===== src/rtl/apb_master.sv =====
// apb_master: single-outstanding APB requester turning cmd/rsp handshakes into SETUP/ACCESS transfers with a wait timeout
module apb_master #(
  parameter int ADDR_W  = 32,
  parameter int DATA_W  = 32,
  parameter int TIMEOUT = 16
) (
  input  logic              pclk,
  input  logic              presetn,
  input  logic              cmd_valid,
  output logic              cmd_ready,
  input  logic              cmd_write,
  input  logic [ADDR_W-1:0] cmd_addr,
  input  logic [DATA_W-1:0] cmd_wdata,
  output logic              rsp_valid,
  input  logic              rsp_ready,
  output logic [DATA_W-1:0] rsp_rdata,
  output logic              rsp_slverr,
  output logic              rsp_timeout,
  output logic              psel,
  output logic              penable,
  output logic              pwrite,
  output logic [ADDR_W-1:0] paddr,
  output logic [DATA_W-1:0] pwdata,
  input  logic              pready,
  input  logic              pslverr,
  input  logic [DATA_W-1:0] prdata
);
  typedef enum logic [1:0] {IDLE, SETUP, ACCESS, RESP} state_t;
  state_t state, state_nx;
  logic live, done, tmo;
  logic [7:0] cnt;
  // live keeps cmd_ready low until the first edge after reset release
  assign cmd_ready = live && state == IDLE;
  assign psel      = state == SETUP || state == ACCESS;
  assign penable   = state == ACCESS;
  assign rsp_valid = state == RESP;
  assign done      = state == ACCESS && pready;
  assign tmo       = state == ACCESS && !pready && cnt == 8'(TIMEOUT - 1);
  always_comb begin
    state_nx = state;
    case (state)
      IDLE:    state_nx = (cmd_valid && cmd_ready) ? SETUP : IDLE;
      SETUP:   state_nx = ACCESS;
      ACCESS:  state_nx = (done || tmo) ? RESP : ACCESS;
      RESP:    state_nx = rsp_ready ? IDLE : RESP;
      default: state_nx = IDLE;
    endcase
  end
  always_ff @(posedge pclk or negedge presetn) begin
    if (!presetn) begin
      state       <= IDLE;
      live        <= 1'b0;
      cnt         <= '0;
      pwrite      <= 1'b0;
      paddr       <= '0;
      pwdata      <= '0;
      rsp_rdata   <= '0;
      rsp_slverr  <= 1'b0;
      rsp_timeout <= 1'b0;
    end else begin
      state <= state_nx;
      live  <= 1'b1;
      cnt   <= state == SETUP ? 8'd0 : (state == ACCESS && !pready) ? cnt + 8'd1 : cnt;
      if (cmd_valid && cmd_ready) begin
        pwrite <= cmd_write;
        paddr  <= cmd_addr;
        pwdata <= cmd_write ? cmd_wdata : '0;
      end
      if (done) begin
        rsp_rdata   <= pwrite ? '0 : prdata;
        rsp_slverr  <= pslverr;
        rsp_timeout <= 1'b0;
      end else if (tmo) begin
        rsp_rdata   <= '0;
        rsp_slverr  <= 1'b0;
        rsp_timeout <= 1'b1;
      end
    end
  end
endmodule


===== config.mk =====
export PLATFORM = sky130hd
export DESIGN_NAME = apb_master
export DESIGN_NICKNAME = d
export VERILOG_FILES = /design/src/rtl/apb_master.sv
export SDC_FILE = /design/constraint.sdc
export NUM_CORES = 1
export LEC_CHECK = 0
export BUFFER_PORTS_ARGS = -buffer_cell sky130_fd_sc_hd__buf_2
export CORE_MARGIN = 5
export CORE_UTILIZATION = 35
export DETAILED_ROUTE_END_ITERATION = 6
export GPL_ROUTABILITY_DRIVEN = 1
export GPL_TIMING_DRIVEN = 0
export PLACE_DENSITY_LB_ADDON = 0.1
export RECOVER_POWER = 25
export SKIP_LAST_GASP = 1
export SYNTH_ARGS = -nofsm -noshare
export SYNTH_HDL_FRONTEND = slang
export SYNTH_SLANG_ARGS = --single-unit

===== constraint.sdc =====
create_clock -name pclk -period 1.63 [get_ports pclk]
set_clock_uncertainty 0.1 [all_clocks]
set_input_delay 0 -clock pclk [delete_from_list [all_inputs] [get_ports pclk]]
set_output_delay 0 -clock pclk [all_outputs]
set_load 0.01 [all_outputs]

# Word level (Yosys, flattened, before mapping)
# Cells that the tools add are included.
# classes
add_sub_neg	1
eq_ne	4
muxes	14
n_reduce_logical	11
# op_table
operator	n
32-bit two-way mux	4
8-bit two-way mux	2
8-bit by 1-bit adder with 8-bit output (second input constant)	1
8-bit by 4-bit == test with 1-bit output (second input constant)	1
2-bit case mux with 4 select lines	1
1-bit two-way mux	6
1-bit logical AND	5
2-bit == test (second input constant)	2
2-bit nonzero test	2
2-bit by 1-bit == test with 1-bit output (second input constant)	1
2-bit logical NOT	1
1-bit logical OR	2
2-bit two-way mux	1
1-bit logical NOT	1
# word_totals
register_bits	110
in_bits	103
out_inout_bits	103
word_cells	39

# Logic depth before layout (Yosys ltp)
# logic_depth
word_depth	6
ltp_mapped	7
depth_no_buf	5

# Worst setup path before layout
# No wires, ideal clock.
# synth_timing
path_type	register -> register
startpoint	register state[0]
endpoint	register rsp_rdata[0]
setup_ns	0.120
arrival_time_ns	1.580
t_required_ns	1.410
setup_slack_ns	-0.170
path_stages_with_launch	7
n_path_buf	1
period_less_slack_ns	1.800
path_cell_list	dfrtp_1 -> inv_1 -> ha_1 -> and3b_1 -> nand3_4 -> buf_6 -> a31o_2
# synth_between
elab_chain_cells	4
elab_cells_between_ends	6
classes_between	eq/ne: 1; mux: 1; reduce/logical: 4
# synth_rtl
item	line	text
from (decl)	29	state_t state, state_nx;
from (signal assigned)	61	state <= state_nx;
2-bit == test *	--	
net penable	20	output logic penable,
1-bit logical AND (2 in series)	38	assign tmo = state == ACCESS && !pready && cnt == 8'(TIMEOUT - 1);
2-bit nonzero test (no source line)	--	
to (signal assigned)	70	rsp_rdata <= pwrite ? '0 : prdata;
to (decl)	16	output logic [DATA_W-1:0] rsp_rdata,
# Mark *: on every way through the listed nets, which the timed path passes. The rest lies on a longest branch.
# A chain may end at the register's enable or synchronous reset.

# Final worst setup path
# layout_timing
startpoint	register state[0]
endpoint	register rsp_rdata[17]
# layout_between
elab_chain_cells	4
elab_cells_between_ends	6
classes_between	eq/ne: 1; mux: 1; reduce/logical: 4
# layout_rtl
item	line
2-bit == test *	37, 38
1-bit logical AND (2 in series)	38
2-bit nonzero test (no source line)	--
# Mark *: on every way between the ends. The rest lies on a longest branch, timed or not.

==> flow_summary.yaml <==
drt:
  vias: 4261
  first_iter_violations: 171
  post-route-drc-count: 0
  vias_per_cell: 4.72
  first_pass_iters: 4
  wire_per_inst_um: 15.9
  drt_wl_total_mm: 14.4
  detail-route-antenna-nets: 0
logic_synthesis:
  netlist_top_cells_area: "dfrtp_1 (60%), mux2_2 (8.1%), nand2_1 (5.7%)"
  synth-seq-area-share: 0.602
  synthMuxAreaShare: 0.0834
  synthAdderAreaFrac: 0.0164
  synth_compound_area_frac: 0.115
  synth_fp_nets: 495
  syn_inst: 386
  synth_top_area_share: 0.602
  synthSimpleGateAreaFrac: 0.145
  netlist_area_sq_um: 4570
  synth_edf_count: 0
  avgSynthCellArea_sq_um: 11.9
  synth_seq_cells: 110
  ys_warn_count: 0
  synthXorXnorAreaFrac: 0.00383
  async_flop_share: 1.00
  yosys.area.top_type: "dfrtp_1"
  ys_types: 32
  synth_top_family_by_area: "simple AND/OR/NAND/NOR gates"
  ys.flop_type: "dfrtp_1"
layout:
  num-fill-cells: 1072
  final_cells: 902
  multi_input_area_sq_um: 1990
  antennaDiodeCount: 0
  area.growth.synth_to_final_pct: 69.7
  nets: 835
  drive_gt1_frac: 0.455
  fin_util: 0.610
  seqCellArea_sq_um: 2750
die:
  initial_core_util: 0.360
  pin_count: 206
  die-area_sq_um: 15500
  coreArea_sq_um: 12700
  dieWidth_um: 124
  rows: 41
  die_y_um: 124
timing:
  finalWorstSetupSlack_ps: -60.0
  slew_viol_final: 0
  worst_slew_pin_slew_ps: 1160
  post-route-period-util: 1.04
  slew_headroom: 0.224
  setup_violations: 34
  finalCriticalPeriod_ps: 1690
  tns_ps: -1010
  hold_viol: 0
  max_freq_ghz: 0.592
  grt_setup_unrepaired: "true"
worst_setup_path:
  cp_max_fo: 5
  critPathKind: "flop to flop"
  crit-reg2reg-launch: "state[0]$_DFF_PN0_"
  required_ps: 1760
  rrSetupSlack_ps: -60
  crit_arrival_ps: 1820
  crit_path_start_kind: "flop"
  timing.rr.end: "rsp_rdata[17]$_DFFE_PN0P_"
  reg2reg_depth: 6
  end_kind: "flop"
hold_path:
  min_from: "prdata[0]"
  hold_path.class: "input pin to flop"
  holdPathStages: 3
  min_delay_worst_endpoint: "rsp_rdata[0]$_DFFE_PN0P_"
outcome:
  status: "finished with violations"
  violations: "setup timing"
clocking:
  clk_pin_slew_ps: 70
  htree_levels: 3
  cts.path.max_buffers: 2
  cts_buffers: 9
  cts_sinks: 110
  cts_tree: "yes"
  clk_latency_ps: 350
  cts_root_buf: "clkbuf_16"
pwr:
  sw_frac_of_total: 0.348
  p_sw_mw: 4.03
  p_seq_frac: 0.400
  comb_power_share: 0.426
  p_leak_nw: 3.77
  power_density_nw_per_um2: 1490
  power_mw: 11.6
  peakVddDrop_v: 0.000787
  clkPwrFrac: 0.174
  intPower_mw: 7.53
place:
  hpwl_mm: 9.33
  dp.cells: 763
  globalplace.congestion: 0.758
  port_buffers: 204
  preCtsSetupSlack_ps: -357
global_routing:
  groute.usage.overall: 0.181
  grt_overflow_total: 0
  grt_pass1_wl_mm: 23.0
  antenna_found_initial: 0
  grt_max_degree: 63
  first_global_vias: 4550
flow_run:
  maxCapViolCount: 0
## layout by cell type, fill, tap and decap left out, types with 4 or more instances in the layout
| cell type | netlist | layout |
|---|---|---|
| mux2_2 | 33 | 33 |
| buf_6 | 3 | 9 |
| o21ai_1 | 8 | 11 |
| nor3b_2 | 0 | 5 |
| clkbuf_16 | 0 | 10 |
| nand3_4 | 1 | 4 |
| dlygate4sd3_1 | 0 | 101 |
| ha_1 | 6 | 4 |
| buf_4 | 0 | 17 |
| buf_2 | 8 | 192 |
| a21oi_1 | 5 | 4 |
| nor3b_1 | 33 | 28 |
| o21ai_0 | 28 | 24 |
| buf_8 | 0 | 5 |
| a31o_2 | 29 | 6 |
| a31o_1 | 4 | 4 |
| a31o_4 | 0 | 23 |
| nand2_1 | 69 | 68 |
| dfrtp_1 | 110 | 109 |
| clkbuf_1 | 15 | 21 |
## power by group through the flow
stage	sequential, mW	clock (mW)	combinational [mW]
2_1_floorplan	5.11	0	1.67
3_3_place_gp	4.53	0	4.08
3_5_place_dp	4.58	0	4.13
4_1_cts	4.56	2.10	4.70
5_1_grt	4.76	2.18	5.40
6_report	4.62	2.02	4.92
## synth_stat cells (2+ instances only)
library cell	n
a31o_2	29
xnor2_1	2
buf_2	8
nand3_1	3
nand2_1	69
nor3b_1	33
mux2_2	33
o21ai_1	8
nor2_1	3
nor2b_1	2
buf_1	3
or4_1	3
buf_6	3
dfrtp_1	110
ha_1	6
o31ai_1	3
o21ai_0	28
a31o_1	4
and2_1	2
a21oi_1	5
inv_1	4
clkbuf_1	15
## timing repair
action,in CTS,in global routing
pin swaps,3,20
endpoints found under the hold margin,145,1
gates resized for setup,41,57
hold buffers,100,1
gates cloned,4,4
buffers inserted,11,5
endpoints found under the setup margin,102,95
## area by class of cell
| type | instances | area share |
|---|---|---|
| multi-input combinational | 245 | 0.256 |
| buffer | 28 | 0.0308 |
| clock buffer | 11 | 0.0313 |
| inverter | 4 | 0.00193 |
| clock inverter | 4 | 0.00306 |
| tap | 172 | 0.0277 |
| timing repair buffer | 328 | 0.295 |
| sequential | 110 | 0.355 |
## sequential cells by signal, summed over array words and instances, names as in the netlist
register	cells
paddr	32
rsp_rdata	32
state	2
cnt	8
rsp_slverr	1
pwrite	1
rsp_timeout	1
pwdata	32
live	1
## through the flow
stage | hold slack (ps) | area (sq um)
after detailed placement | -25.9 | 5850
final | 23.0 | 7760
after global routing | 16.5 | 7760
after CTS | 9.10 | 7440
after floorplan | -396 | 4590
after global placement | 132 | 5820
## worst max-delay path by stage
| stage | to | depth (start not counted) | slack [ps] | from |
|---|---|---|---|---|
| after floorplan | paddr[10]$_DFFE_PN0P_ | 5 | -9 | state[1]$_DFF_PN0_ |
| after global placement | paddr[6]$_DFFE_PN0P_ | 1 | -880 | presetn |
| after detailed placement | pwdata[2]$_DFFE_PN0P_ | 7 | -360 | state[1]$_DFF_PN0_ |
| after CTS | rsp_rdata[19]$_DFFE_PN0P_ | 6 | -50 | state[0]$_DFF_PN0_ |
| after global routing | rsp_rdata[22]$_DFFE_PN0P_ | 4 | -150 | pwrite$_DFFE_PN0P_ |
| final | rsp_rdata[17]$_DFFE_PN0P_ | 6 | -60 | state[0]$_DFF_PN0_ |
## worst max-delay path, cell delays in order (launching register included)
cell     delay [ps]
dfrtp_1         390
inv_2            90
ha_4            160
and3b_2         280
nand3_4         160
buf_6           180
a31o_2          220
## cells by family (layout without fill, tap and decap cells)
group	after synthesis	in the layout
xor gates and xnor gates	2	2
adders and majority gates	6	6
and+or+nand+nor	122	124
other	1	1
DFF	110	110
buffers and inverters	33	375
AOI/OAI and AO/OA	78	78
muxes	34	34
## routing by layer
layer	global-route usage	wire, um	part of all wire
met4	0.0722	306	0.021
met3	0.0639	1030	0.072
met1	0.208	5790	0.40
met5	0	0	0
met2	0.309	7240	0.50
(Power assumes the default switching activity.)
